===== src/rtl/timer_pkg.sv =====
// Shared types and BCD helper for the elapsed-seconds timer.
// Latency: n/a (package only).
// Backpressure: n/a.
package timer_pkg;

    typedef enum logic [1:0] {IDLE, RUN, PAUSE, DONE} state_t;

    localparam int DIGIT_W     = 4;
    localparam int SEC_PER_MIN = 60;
    localparam int MAX_SEC     = 599;

    typedef struct packed {
        logic [DIGIT_W-1:0] min_ones;
        logic [DIGIT_W-1:0] sec_tens;
        logic [DIGIT_W-1:0] sec_ones;
    } bcd_time_t;

    // One-second BCD increment with m:ss carries; 9:59 saturates.
    function automatic bcd_time_t bcd_inc(input bcd_time_t t);
        bcd_time_t r;
        r = t;
        if (t.min_ones == 4'd9 && t.sec_tens == 4'd5 && t.sec_ones == 4'd9) begin
            r = t;
        end else if (t.sec_ones != 4'd9) begin
            r.sec_ones = t.sec_ones + 4'd1;
        end else begin
            r.sec_ones = 4'd0;
            if (t.sec_tens != 4'd5) begin
                r.sec_tens = t.sec_tens + 4'd1;
            end else begin
                r.sec_tens = 4'd0;
                r.min_ones = t.min_ones + 4'd1;
            end
        end
        return r;
    endfunction

endpackage


===== src/rtl/tick_gen.sv =====
// Prescaler: one-cycle tick every TICK_DIV enabled cycles, holds while disabled.
// Latency: tick asserted combinationally in the cycle the count sits at TICK_DIV-1.
// Backpressure: none; en gates counting, sync_clr zeroes and suppresses the tick.
module tick_gen #(
    parameter int TICK_DIV = 100000000
) (
    input  logic clk,
    input  logic rst_n,
    input  logic en,
    input  logic sync_clr,
    output logic tick
);

    localparam int CW = (TICK_DIV > 2) ? $clog2(TICK_DIV) : 1;
    localparam logic [CW-1:0] LAST = CW'(TICK_DIV - 1);

    logic [CW-1:0] cnt;

    always_ff @(posedge clk or negedge rst_n) begin
        if (!rst_n) begin
            cnt <= '0;
        end else if (sync_clr) begin
            cnt <= '0;
        end else if (en) begin
            cnt <= (cnt == LAST) ? '0 : cnt + CW'(1);
        end
    end

    assign tick = en && !sync_clr && (cnt == LAST);

endmodule


===== src/rtl/sec_timer_core.sv =====
// Elapsed-seconds timer with BCD m:ss digits, min and timeout flags for the LED stage.
// Latency: digits and flags update one clk after the prescaler tick; all outputs registered.
// Backpressure: none; start toggles run/pause, clear returns to IDLE and wins over everything.
module sec_timer_core
    import timer_pkg::*;
#(
    parameter int TICK_DIV  = 100000000,
    parameter int LIMIT_SEC = 90
) (
    input  logic         clk,
    input  logic         rst_n,
    input  logic         start,
    input  logic         clear,
    output logic [3:0]   sec_ones,
    output logic [3:0]   sec_tens,
    output logic [3:0]   min_ones,
    output logic         running,
    output logic         min,
    output logic         timeout
);

    localparam logic [9:0] LIMIT = 10'(LIMIT_SEC);

    state_t    state;
    bcd_time_t tm;
    bcd_time_t tm_next;
    logic [9:0] elapsed;
    logic       tick;
    logic       presc_clr;

    // Zero the prescaler on IDLE->RUN so the first second is a full period.
    assign presc_clr = clear || (state == IDLE && start);
    assign tm_next   = bcd_inc(tm);

    tick_gen #(.TICK_DIV(TICK_DIV)) u_tick_gen (
        .clk      (clk),
        .rst_n    (rst_n),
        .en       (state == RUN),
        .sync_clr (presc_clr),
        .tick     (tick)
    );

    always_ff @(posedge clk or negedge rst_n) begin
        if (!rst_n) begin
            state   <= IDLE;
            tm      <= '0;
            elapsed <= '0;
            running <= 1'b0;
            min     <= 1'b0;
            timeout <= 1'b0;
        end else if (clear) begin
            state   <= IDLE;
            tm      <= '0;
            elapsed <= '0;
            running <= 1'b0;
            min     <= 1'b0;
            timeout <= 1'b0;
        end else begin
            case (state)
                IDLE: if (start) begin
                    state   <= RUN;
                    running <= 1'b1;
                end
                RUN: begin
                    if (tick) begin
                        tm      <= tm_next;
                        elapsed <= elapsed + 10'd1;
                        min     <= (tm_next.min_ones != 4'd0);
                    end
                    // Reaching the limit takes priority over a coincident pause.
                    if (tick && (elapsed + 10'd1 == LIMIT)) begin
                        state   <= DONE;
                        running <= 1'b0;
                        timeout <= 1'b1;
                    end else if (start) begin
                        state   <= PAUSE;
                        running <= 1'b0;
                    end
                end
                PAUSE: if (start) begin
                    state   <= RUN;
                    running <= 1'b1;
                end
                default: ;
            endcase
        end
    end

    assign sec_ones = tm.sec_ones;
    assign sec_tens = tm.sec_tens;
    assign min_ones = tm.min_ones;

endmodule


===== config.mk =====
export PLATFORM = sky130hd
export DESIGN_NAME = sec_timer_core
export DESIGN_NICKNAME = d
export VERILOG_FILES = /design/src/rtl/timer_pkg.sv /design/src/rtl/tick_gen.sv /design/src/rtl/sec_timer_core.sv
export SDC_FILE = /design/constraint.sdc
export NUM_CORES = 1
export LEC_CHECK = 0
export ABC_AREA = 0
export BUFFER_PORTS_ARGS = -buffer_cell sky130_fd_sc_hd__buf_2
export CORE_MARGIN = 4
export CORE_UTILIZATION = 40
export CTS_CLUSTER_SIZE = 8
export DETAILED_ROUTE_END_ITERATION = 7
export SLEW_MARGIN = 20
export SYNTH_ARGS = -nofsm -noshare
export SYNTH_HDL_FRONTEND = slang
export SYNTH_HIERARCHICAL = 1
export SYNTH_SLANG_ARGS = --single-unit

===== constraint.sdc =====
create_clock -name clk -period 2.6 [get_ports clk]
set_input_delay 0.26 -clock clk [delete_from_list [all_inputs] [get_ports clk]]
set_output_delay 0.26 -clock clk [all_outputs]
set_load 0.1 [all_outputs]

==> impl_metrics.toml <==
[critical_path]
cp-end-kind = "register"
crit_required_ns = 2.80
cp_cell_sequence = "ha_1, nand4_2, nor4_2, nand3_1, nor2_1, and3b_2, and3_1, and4_2, xnor2_1, nor2_1"
crit_top_cell = "nor2_1"
arrival_ns = 2.64
critical_path.top_delay_family = "simple AND/OR/NAND/NOR gates"
worstSetupPathType = "reg2reg"
cp_slowest_cell = "dfrtp_1"
cp.buffers_inverters = 0
path_max_fanout = 7
start_kind = "register"
cp_slowest_stage_delay_ns = 0.37

[timing]
min_period_over_period_pct = 93.7
max-slew-margin-rel_pct = 47.4
maxSlewViolCount = 0
max_freq_mhz = 410
worstMarginPinSlew_ns = 0.786
rsz0062_at_grt = "false"
period_minus_slack_ns = 2.44
hold_viol = 0
fin_worst_skew_ns = 0.0107
tns_ns = 0
setup_viol = 0
holdWs_ns = 0.244

[logic_synthesis]
yosys_warnings = 6
yosys.area_share.adder_pct = 3.55
avgSynthCellArea_um2 = 9.11
synth_edf_count = 0
yosys.area_share.simple_pct = 27.6
synth-seq-area-share_pct = 42.6
yosysUniqueCellTypes = 59
ys_async_sr_fraction_pct = 100
syn_area_um2 = 3170
synth_top_family_by_area = "simple AND/OR/NAND/NOR gates"
syn-num-nets = 361
yosysMostFrequentCell = "dfrtp_1"
synthTopCellsByArea = "dfrtp_1 43%, nand2_1 4.6%, nor2_1 4.5%, a31oi_1 4.1%, ha_1 3.6%"
synthMuxAreaShare_pct = 1.62
postSynthCellCount = 348
synth_xor_area_share_pct = 4.42
synth_top_area_share_pct = 42.6
synthTopCellsByCount = "54 x dfrtp_1, 39 x nand2_1, 38 x nor2_1"
yosys.area.top_type = "dfrtp_1"
synthFlopType = "dfrtp_1"
synth-seq-cells = 54
synth-compound-area-share_pct = 16.6

[cts]
post-cts-setup-buffers = 0
cts_max_level = 2
cts_tree = "built"
cts_made_buffers = 5
clk_pin_slew_worst_paths_ns = 0.10
root_buffer = "clkbuf_8"
cts_buffer_depth = 2
clkSinkCount = 54
clk_latency_ns = 0.31

[placed_design]
place_congestion = 0.795
port_buffers = 18
placed_cell_area_um2 = 3480
hpwl_um = 4960

[floorplanning]
core_area_um2 = 7730
row_count = 32
io_pins = 19
dieArea_um2 = 9410
die_height_um = 97.0
start_util_pct = 41.0
die_x_um = 97.0

[global_route]
grt_max_degree = 29
grt_pass1_wl_um = 12400
track_usage_pct = 15.4
grt_overflow_total = 0
grt_pass1_vias = 2590
antenna_found_initial = 0

[drt]
wl_per_cell_um = 14.5
drc = 0
final_antenna_net_count = 0
firstDrtPassIters = 4
vias = 2673
vias_per_cell = 5.53
drtIter0Drc = 159
drt_wl_total_um = 7030

[job]
drv_cap = 0

[layout]
fin_nets = 393
layout-drive-gt1-share_pct = 18.4
synthToLayoutAreaGrowth_pct = 13.6
stdcell_area_um2 = 3600
diodes = 0

[power_and_ir_drop]
vdd_ir_drop_max_mv = 0.195
p_leak_nw = 1.55
p_per_area_nw_per_um2 = 402

[worst_hold_path]
hp-class = "in2reg"

[status]
status = "completed"
==> layout make-up <==
type                    count  area, um^2
fillers                   748        4130
multi-input cells         269        1730
flip-flops and latches     54        1350
repair buffers             40         258
well taps                 102         128
clock buffers               6        82.6
inverters                  10        37.5
clock inverters             2        12.5
==> stage by stage <==
| step | utilization (%) | worst slack (ns) | total power, W | instances |
|---|---|---|---|---|
| finish | 46.6 | 0.163 | 0.00145 | 483 |
| global route | 46.6 | 0.0269 | 0.00152 | 483 |
| CTS | 46.4 | 0.101 | 0.00147 | 483 |
| detailed placement | 45.1 | 0.113 | 0.000971 | 474 |
| global placement | 45.1 | 0.175 | 0.000969 | 474 |
| floorplan | - | 0.256 | 0.000925 | 348 |
==> worst register-to-register path: cells and delay by family (launching register included) <==
family | cells | cell delay, ns
fa+ha+maj | 1 | 0.23
xor+xnor | 1 | 0.11
flops | 1 | 0.37
simple gates | 8 | 1.62
==> path summary, 6_finish.rpt <==
kind / start / endpoint / slack (ns) / depth (start not counted)
setup / recovery: u_tick_gen/cnt[0] / elapsed[5] / 0.16 / 10
hold / removal: start / state[0] / 0.24 / 2
setup reg to reg: u_tick_gen/cnt[0] / elapsed[5] / 0.16 / 10
hold reg to reg: sec_tens[3] / sec_tens[3] / 0.51 / 1
max in group asynchronous: rst_n / u_tick_gen/cnt[8] / 1.84 / 3
min in group asynchronous: rst_n / u_tick_gen/cnt[23] / 0.48 / 3
==> sequential cells by signal (all words and copies together), names as in the netlist <==
register        count
running             1
u_tick_gen/cnt     27
elapsed            10
state               2
min_ones            4
min                 1
timeout             1
sec_ones            4
sec_tens            4
==> power by group <==
part	total [W]	switching, W	internal (W)
clock network	0.000495	0.000280	0.000215
logic	0.000104	0.0000743	0.0000293
registers	0.000850	0.00000621	0.000844
total	0.00145	0.000360	0.00109
==> cells in the final DEF (no fill, tap or decap), drive strengths merged, types with 10 or more instances in the layout <==
master	count
inv	10
nand2	39
dfrtp	54
a31oi	21
nand3	21
buf	39
nor3	10
nor2	38
a21oi	20
==> what timing repair did <==
action / 4_1_cts / 5_1_grt
gates resized for setup: 0 / 3
endpoints found under the setup margin: 0 / 16
hold endpoints to repair: 54 / 0
hold buffers: 1 / 0
==> cell families (layout without fill, tap and decap cells) <==
logic type	count (synthesis)	after routing
xor+xnor	16	16
mux	5	5
fa+ha+maj	9	9
simple gates	161	161
compound gates	78	78
flops	54	54
buf+inv	25	58
==> routing by layer <==
layer / part of all wire [%] / up-vias / global-route usage, %
met5: 0 / - / 0
met4: 1.3 / 0 / 4.43
met3: 2.5 / 10 / 2.38
met2: 48 / 36 / 25.1
met1: 49 / 1293 / 21.3
li1: - / 1334 / -
Power figures use the tool's default switching activity.
